<file path="src/rtl/uart_cmd_decoder_if.sv">
// RX FIFO pop handshake between the command decoder (master) and the UART RX FIFO (slave).
// With UART_CMD_ECHO_EN defined the bundle also carries the TX FIFO push used for echo.
interface uart_cmd_decoder_if;
  logic       rx_empty;
  logic [7:0] rx_fifo_data;
  logic       rx_rd;
`ifdef UART_CMD_ECHO_EN
  logic       tx_full;
  logic       tx_push;
  logic [7:0] tx_data;

  modport master (input rx_empty, rx_fifo_data, tx_full, output rx_rd, tx_push, tx_data);
  modport slave  (output rx_empty, rx_fifo_data, tx_full, input rx_rd, tx_push, tx_data);
`else
  modport master (input rx_empty, rx_fifo_data, output rx_rd);
  modport slave  (output rx_empty, rx_fifo_data, input rx_rd);
`endif
endinterface

</file>
<file path="src/rtl/uart_cmd_decoder.sv">
// Pops ASCII bytes from the UART RX FIFO and turns them into watch/stopwatch pulse and level commands.
// Define UART_CMD_ECHO_EN to echo each recognised command byte back through the TX FIFO.
module uart_cmd_decoder #(
  parameter int FIFO_RD_LAT = 1,
  parameter int ERR_W       = 8
) (
  input  logic               clk,
  input  logic               rst,
  uart_cmd_decoder_if.master fifo,
  output logic               cmd_r,
  output logic               cmd_c,
  output logic               cmd_H,
  output logic               cmd_M,
  output logic               cmd_S,
  output logic               cmd_m,
  output logic               cmd_s,
  output logic               cmd_L,
  output logic [ERR_W-1:0]   err_cnt,
  output logic               busy
);

  localparam logic [7:0] CHR_R  = 8'h72;
  localparam logic [7:0] CHR_C  = 8'h63;
  localparam logic [7:0] CHR_HU = 8'h48;
  localparam logic [7:0] CHR_MU = 8'h4D;
  localparam logic [7:0] CHR_SU = 8'h53;
  localparam logic [7:0] CHR_ML = 8'h6D;
  localparam logic [7:0] CHR_SL = 8'h73;
  localparam logic [7:0] CHR_L  = 8'h4C;
  localparam logic [7:0] CHR_CR = 8'h0D;
  localparam logic [7:0] CHR_LF = 8'h0A;

`ifdef UART_CMD_ECHO_EN
  typedef enum logic [1:0] {IDLE, WAIT, DECODE, ECHO} state_t;
`else
  typedef enum logic [1:0] {IDLE, WAIT, DECODE} state_t;
`endif

  state_t     state;
  state_t     next_state;
  logic [1:0] wait_cnt;
  logic [7:0] byte_q;
  logic       pop;
  logic       latch;
  logic       decode;

`ifdef UART_CMD_ECHO_EN
  logic       push;
  logic       tx_push_q;
  logic [7:0] tx_data_q;

  function automatic logic is_cmd(input logic [7:0] b);
    case (b)
      CHR_R, CHR_C, CHR_HU, CHR_MU, CHR_SU, CHR_ML, CHR_SL, CHR_L: is_cmd = 1'b1;
      default:                                                    is_cmd = 1'b0;
    endcase
  endfunction
`endif

  always_ff @(posedge clk or posedge rst) begin
    if (rst) state <= IDLE;
    else     state <= next_state;
  end

  always_comb begin
    next_state = state;
    unique case (state)
      IDLE:    if (!fifo.rx_empty) next_state = WAIT;
      WAIT:    if (wait_cnt == 2'd1) next_state = DECODE;
`ifdef UART_CMD_ECHO_EN
      DECODE:  next_state = is_cmd(byte_q) ? ECHO : IDLE;
      ECHO:    if (!fifo.tx_full) next_state = IDLE;
`else
      DECODE:  next_state = IDLE;
`endif
      default: next_state = IDLE;
    endcase
  end

  always_comb begin
    pop    = 1'b0;
    latch  = 1'b0;
    decode = 1'b0;
`ifdef UART_CMD_ECHO_EN
    push   = 1'b0;
`endif
    case (state)
      IDLE:    pop    = !fifo.rx_empty;
      WAIT:    latch  = (wait_cnt == 2'd1);
      DECODE:  decode = 1'b1;
`ifdef UART_CMD_ECHO_EN
      ECHO:    push   = !fifo.tx_full;
`endif
      default: ;
    endcase
  end

  // Gated by rst so the FIFO is never popped while the decoder is held in reset.
  assign fifo.rx_rd = pop & ~rst;
  assign busy       = (state != IDLE);

  always_ff @(posedge clk or posedge rst) begin
    if (rst) begin
      wait_cnt <= 2'd0;
      byte_q   <= 8'h00;
    end else begin
      if (pop)                 wait_cnt <= 2'(FIFO_RD_LAT);
      else if (state == WAIT)  wait_cnt <= wait_cnt - 2'd1;
      if (latch)               byte_q   <= fifo.rx_fifo_data;
    end
  end

  // Pulses are decoded straight off the FIFO data so the flops are high during the DECODE cycle only.
  always_ff @(posedge clk or posedge rst) begin
    if (rst) begin
      cmd_r <= 1'b0;
      cmd_c <= 1'b0;
      cmd_H <= 1'b0;
      cmd_M <= 1'b0;
      cmd_S <= 1'b0;
    end else begin
      cmd_r <= latch && (fifo.rx_fifo_data == CHR_R);
      cmd_c <= latch && (fifo.rx_fifo_data == CHR_C);
      cmd_H <= latch && (fifo.rx_fifo_data == CHR_HU);
      cmd_M <= latch && (fifo.rx_fifo_data == CHR_MU);
      cmd_S <= latch && (fifo.rx_fifo_data == CHR_SU);
    end
  end

  always_ff @(posedge clk or posedge rst) begin
    if (rst) begin
      cmd_m   <= 1'b0;
      cmd_s   <= 1'b0;
      cmd_L   <= 1'b0;
      err_cnt <= '0;
    end else if (decode) begin
      case (byte_q)
        CHR_ML:                               cmd_m <= ~cmd_m;
        CHR_SL:                               cmd_s <= ~cmd_s;
        CHR_L:                                cmd_L <= ~cmd_L;
        CHR_R, CHR_C, CHR_HU, CHR_MU, CHR_SU,
        CHR_CR, CHR_LF:                       ;
        default: if (err_cnt != '1)           err_cnt <= err_cnt + ERR_W'(1);
      endcase
    end
  end

`ifdef UART_CMD_ECHO_EN
  always_ff @(posedge clk or posedge rst) begin
    if (rst) begin
      tx_push_q <= 1'b0;
      tx_data_q <= 8'h00;
    end else begin
      tx_push_q <= push;
      if (push) tx_data_q <= byte_q;
    end
  end

  assign fifo.tx_push = tx_push_q;
  assign fifo.tx_data = tx_data_q;
`endif

endmodule

</file>
<file path="src/flat_wrapper.sv">
// flat-port wrapper written by rule: the top's interface ports become plain ports
module uart_cmd_decoder_flat 
#(
  parameter int FIFO_RD_LAT = 1,
  parameter int ERR_W       = 8
)
  (clk, rst, cmd_r, cmd_c, cmd_H, cmd_M, cmd_S, cmd_m, cmd_s, cmd_L, err_cnt, busy, fifo_rx_empty, fifo_rx_fifo_data, fifo_rx_rd);
  uart_cmd_decoder_if fifo_i ();
  input  logic clk;
  input  logic rst;
  output logic cmd_r;
  output logic cmd_c;
  output logic cmd_H;
  output logic cmd_M;
  output logic cmd_S;
  output logic cmd_m;
  output logic cmd_s;
  output logic cmd_L;
  output logic [ERR_W-1:0] err_cnt;
  output logic busy;
  input wire logic [$bits(fifo_i.rx_empty)-1:0] fifo_rx_empty;
  input wire logic [$bits(fifo_i.rx_fifo_data)-1:0] fifo_rx_fifo_data;
  output wire logic [$bits(fifo_i.rx_rd)-1:0] fifo_rx_rd;
  assign fifo_i.rx_empty = fifo_rx_empty;
  assign fifo_i.rx_fifo_data = fifo_rx_fifo_data;
  assign fifo_rx_rd = fifo_i.rx_rd;
  uart_cmd_decoder #(.FIFO_RD_LAT(FIFO_RD_LAT), .ERR_W(ERR_W)) u_core (.clk(clk), .rst(rst), .fifo(fifo_i), .cmd_r(cmd_r), .cmd_c(cmd_c), .cmd_H(cmd_H), .cmd_M(cmd_M), .cmd_S(cmd_S), .cmd_m(cmd_m), .cmd_s(cmd_s), .cmd_L(cmd_L), .err_cnt(err_cnt), .busy(busy));
endmodule
</file>
<file path="config.mk">
export PLATFORM = sky130hd
export DESIGN_NAME = uart_cmd_decoder_flat
export DESIGN_NICKNAME = d
export VERILOG_FILES = /design/src/rtl/uart_cmd_decoder_if.sv /design/src/rtl/uart_cmd_decoder.sv /design/src/flat_wrapper.sv
export SDC_FILE = /design/constraint.sdc
export NUM_CORES = 1
export LEC_CHECK = 0
export CAP_MARGIN = 20
export CORE_UTILIZATION = 30
export CTS_CLUSTER_SIZE = 14
export DETAILED_ROUTE_END_ITERATION = 16
export HOLD_SLACK_MARGIN = 0.02
export PLACE_DENSITY_LB_ADDON = 0.25
export SETUP_SLACK_MARGIN = 0.05
export SYNTH_ARGS = -nofsm -noshare
export SYNTH_HDL_FRONTEND = slang
export SYNTH_SLANG_ARGS = --single-unit
export TNS_END_PERCENT = 5
</file>
<file path="constraint.sdc">
create_clock -name clk -period 2.06 [get_ports clk]
set_input_delay 0.412 -clock clk [delete_from_list [all_inputs] [get_ports clk]]
set_output_delay 0.412 -clock clk [all_outputs]
set_load 0.02 [all_outputs]
</file>
==> impl_metrics.toml <==
[drt]
via_count = 972
drtAntennaViolNets = 0
first_pass_iters = 4
drc_errors = 0
vias_per_cell = 4.91
drt_wl_total_microns = 2550
wl_per_cell_microns = 12.9
drt_iter0_markers = 31

[synth]
syn_nets = 126
yosysMostFrequentCell = "dfrtp_1"
synth_area_leaders = "dfrtp_1, mux2_2, xor2_1, nor3_1, nand2_1"
ys_seq_elements = 28
yosys_warnings = 0
ys_types = 38
yosysSeqAreaShare = 0.535
synth_edf_count = 0
syn_avg_cell_area_sq_um = 11.6
syn_area_sq_um = 1310
synth_area_leader_cell = "dfrtp_1"
synth-main-ff-cell = "dfrtp_1"
synth_top_area_share = 0.535
synthCells = 113
synth_top_cells_by_count = "dfrtp_1, nor3_1, nand2_1, xor2_1, mux2_2"
async_flop_share = 1.00

[global_routing]
grt_pass1_vias = 991
grt-ovfl-total = 0
grt_max_degree = 29
grt_antenna_before_repair = 0
grt_pass1_wl_microns = 4430
grt_usage = 0.130

[critical_path]
worst_setup_path_end_kind = "output pin"
cp.arrival_ns = 1.54
crit_required_ns = 1.65
crit_chain = "or2_2 > clkdlybuf4s50_1"
crit_path_max_incr_delay_ns = 0.54
cp-start-kind = "register"
cp_slowest_cell = "clkdlybuf4s50_1"
path_class = "register to output pin"
path_buf_inv = 1
cp_top_family = "buffers and inverters"
cp_max_fo = 4

[clocking]
root_buffer = "clkbuf_8"
post_cts.repair.setup_buffers = 0
cts_buffer_depth = 2
clock_latency_ns = 0.28
cts_made_buffers = 3
cts_sinks = 28
cts_tree = "yes"
h-tree-depth = 1
path_clk_slew_ns = 0.10
hold_buffers = 0

[timing]
setup_viol = 0
drv_slew = 0
period_needed_ns = 1.95
slew_headroom = 0.760
worst_pin_slew_ns = 0.351
final.period_utilization = 0.947
grt_setup_unrepaired = "false"
skew_ns = 0.00653
final-hold-violation-count = 0
max_freq_mhz = 512

[floorplanning]
die_y_microns = 68.1
fp.dieArea_sq_um = 4630
rows = 23
initial_core_util = 0.321
pin_count = 29
die_w_microns = 68.1
core_sq_um = 4090

[final_layout]
utilization = 0.428
drive_above_1_share = 0.176
nets = 162
fill_cells = 411
area_growth_pct = 33.6
diodes = 0
multi_input_area_sq_um = 581
layoutNonFillerInstCount = 198
regArea_sq_um = 701

[placed_design]
dpl.hpwl_microns = 1920
place.port_buffers = 28
globalplace.congestion = 0.809
placed_cells = 194

[power]
power_density_nw_per_um2 = 1260
leakage_nw = 0.759
ir_drop_v = 0.000572

[worst_hold_path]
hp-class = "register to register"

[status]
outcome = "complete, no violations"

[run]
cap_viol_max_count = 0
-- cell families (layout without fill, tap and decap cells) --
logic type                 Yosys count  after routing  synth area share
buffers and inverters                7             42            0.0220
muxes                                9              9            0.0793
and+or+nand+nor                     49             49             0.216
xor gates and xnor gates            10             10            0.0669
adders and majority gates            2              2            0.0191
AOI/OAI and AO/OA                    8              8            0.0621
DFF                                 28             28             0.535
-- sequential cells by signal, summed over array words and instances (netlist names), 2 cells and up --
register / count
u_core.byte_q: 8
u_core.err_cnt: 8
u_core.state: 2
u_core.wait_cnt: 2
-- layout by cell type (no fill, tap or decap), drive strengths merged, types with 2 or more instances in the layout --
cell type,Yosys,routed
buf,1,5
clkbuf,1,3
clkdlybuf4s50,0,27
dfrtp,28,28
ha,2,2
inv,5,5
mux2,8,8
nand2,8,8
nand2b,4,4
nand3,5,5
nand4,3,3
nor2,4,4
nor3,10,10
nor4,4,4
or2,2,2
xnor2,2,2
xor2,8,8
-- per-layer routing --
metal	share of wire	global-route usage	wire length, microns
met5	0	0	0
met4	0.025	0.0781	63
met3	0.033	0.0250	85
met2	0.49	0.211	1260
met1	0.45	0.159	1140
-- where the power goes --
| group | switching [mW] | internal (mW) |
|---|---|---|
| Clock | 0.173 | 0.260 |
| Combinational | 0.405 | 0.439 |
| Sequential | 0.198 | 0.726 |
| Total | 0.776 | 1.43 |
-- what timing repair did --
action                     in CTS  in global routing
setup endpoints to repair       1                  0
resized for setup               1                  0
hold endpoints to repair        0                  0
-- area by class of cell --
class,count,area share
clock buffer,3,0.0236
sequential,28,0.400
inverter,5,0.0107
timing repair buffer,33,0.181
multi-input combinational,78,0.332
tap,50,0.0357
clock inverter,1,0.0172
-- final timing paths --
path | startpoint | endpoint | slack (ns) | depth (start not counted)
max | u_core.state[0] | busy | 0.11 | 2
min reg2reg | u_core.cmd_s | u_core.cmd_s | 0.47 | 1
max reg2reg | u_core.byte_q[1] | u_core.err_cnt[1] | 0.22 | 5
max in group asynchronous | rst | u_core.err_cnt[0] | 1.27 | 3
min in group asynchronous | rst | u_core.cmd_s | 0.52 | 3
min | u_core.cmd_s | u_core.cmd_s | 0.47 | 1
-- per-stage QoR --
| step | setup TNS [ns] | cell area [sq um] | power (mW) | setup slack [ns] | hold WS, ns |
|---|---|---|---|---|---|
| after floorplan | 0 | 1310 | 1.49 | 0.319 | 0.454 |
| after global placement | 0 | 1680 | 1.76 | 0.0179 | 0.459 |
| after detailed placement | -0.0361 | 1680 | 1.79 | -0.0272 | 0.462 |
| after CTS | 0 | 1750 | 2.24 | 0.0817 | 0.476 |
| after global routing | 0 | 1750 | 2.37 | 0.0507 | 0.505 |
| final | 0 | 1750 | 2.20 | 0.108 | 0.475 |
Power figures use the tool's default switching activity.
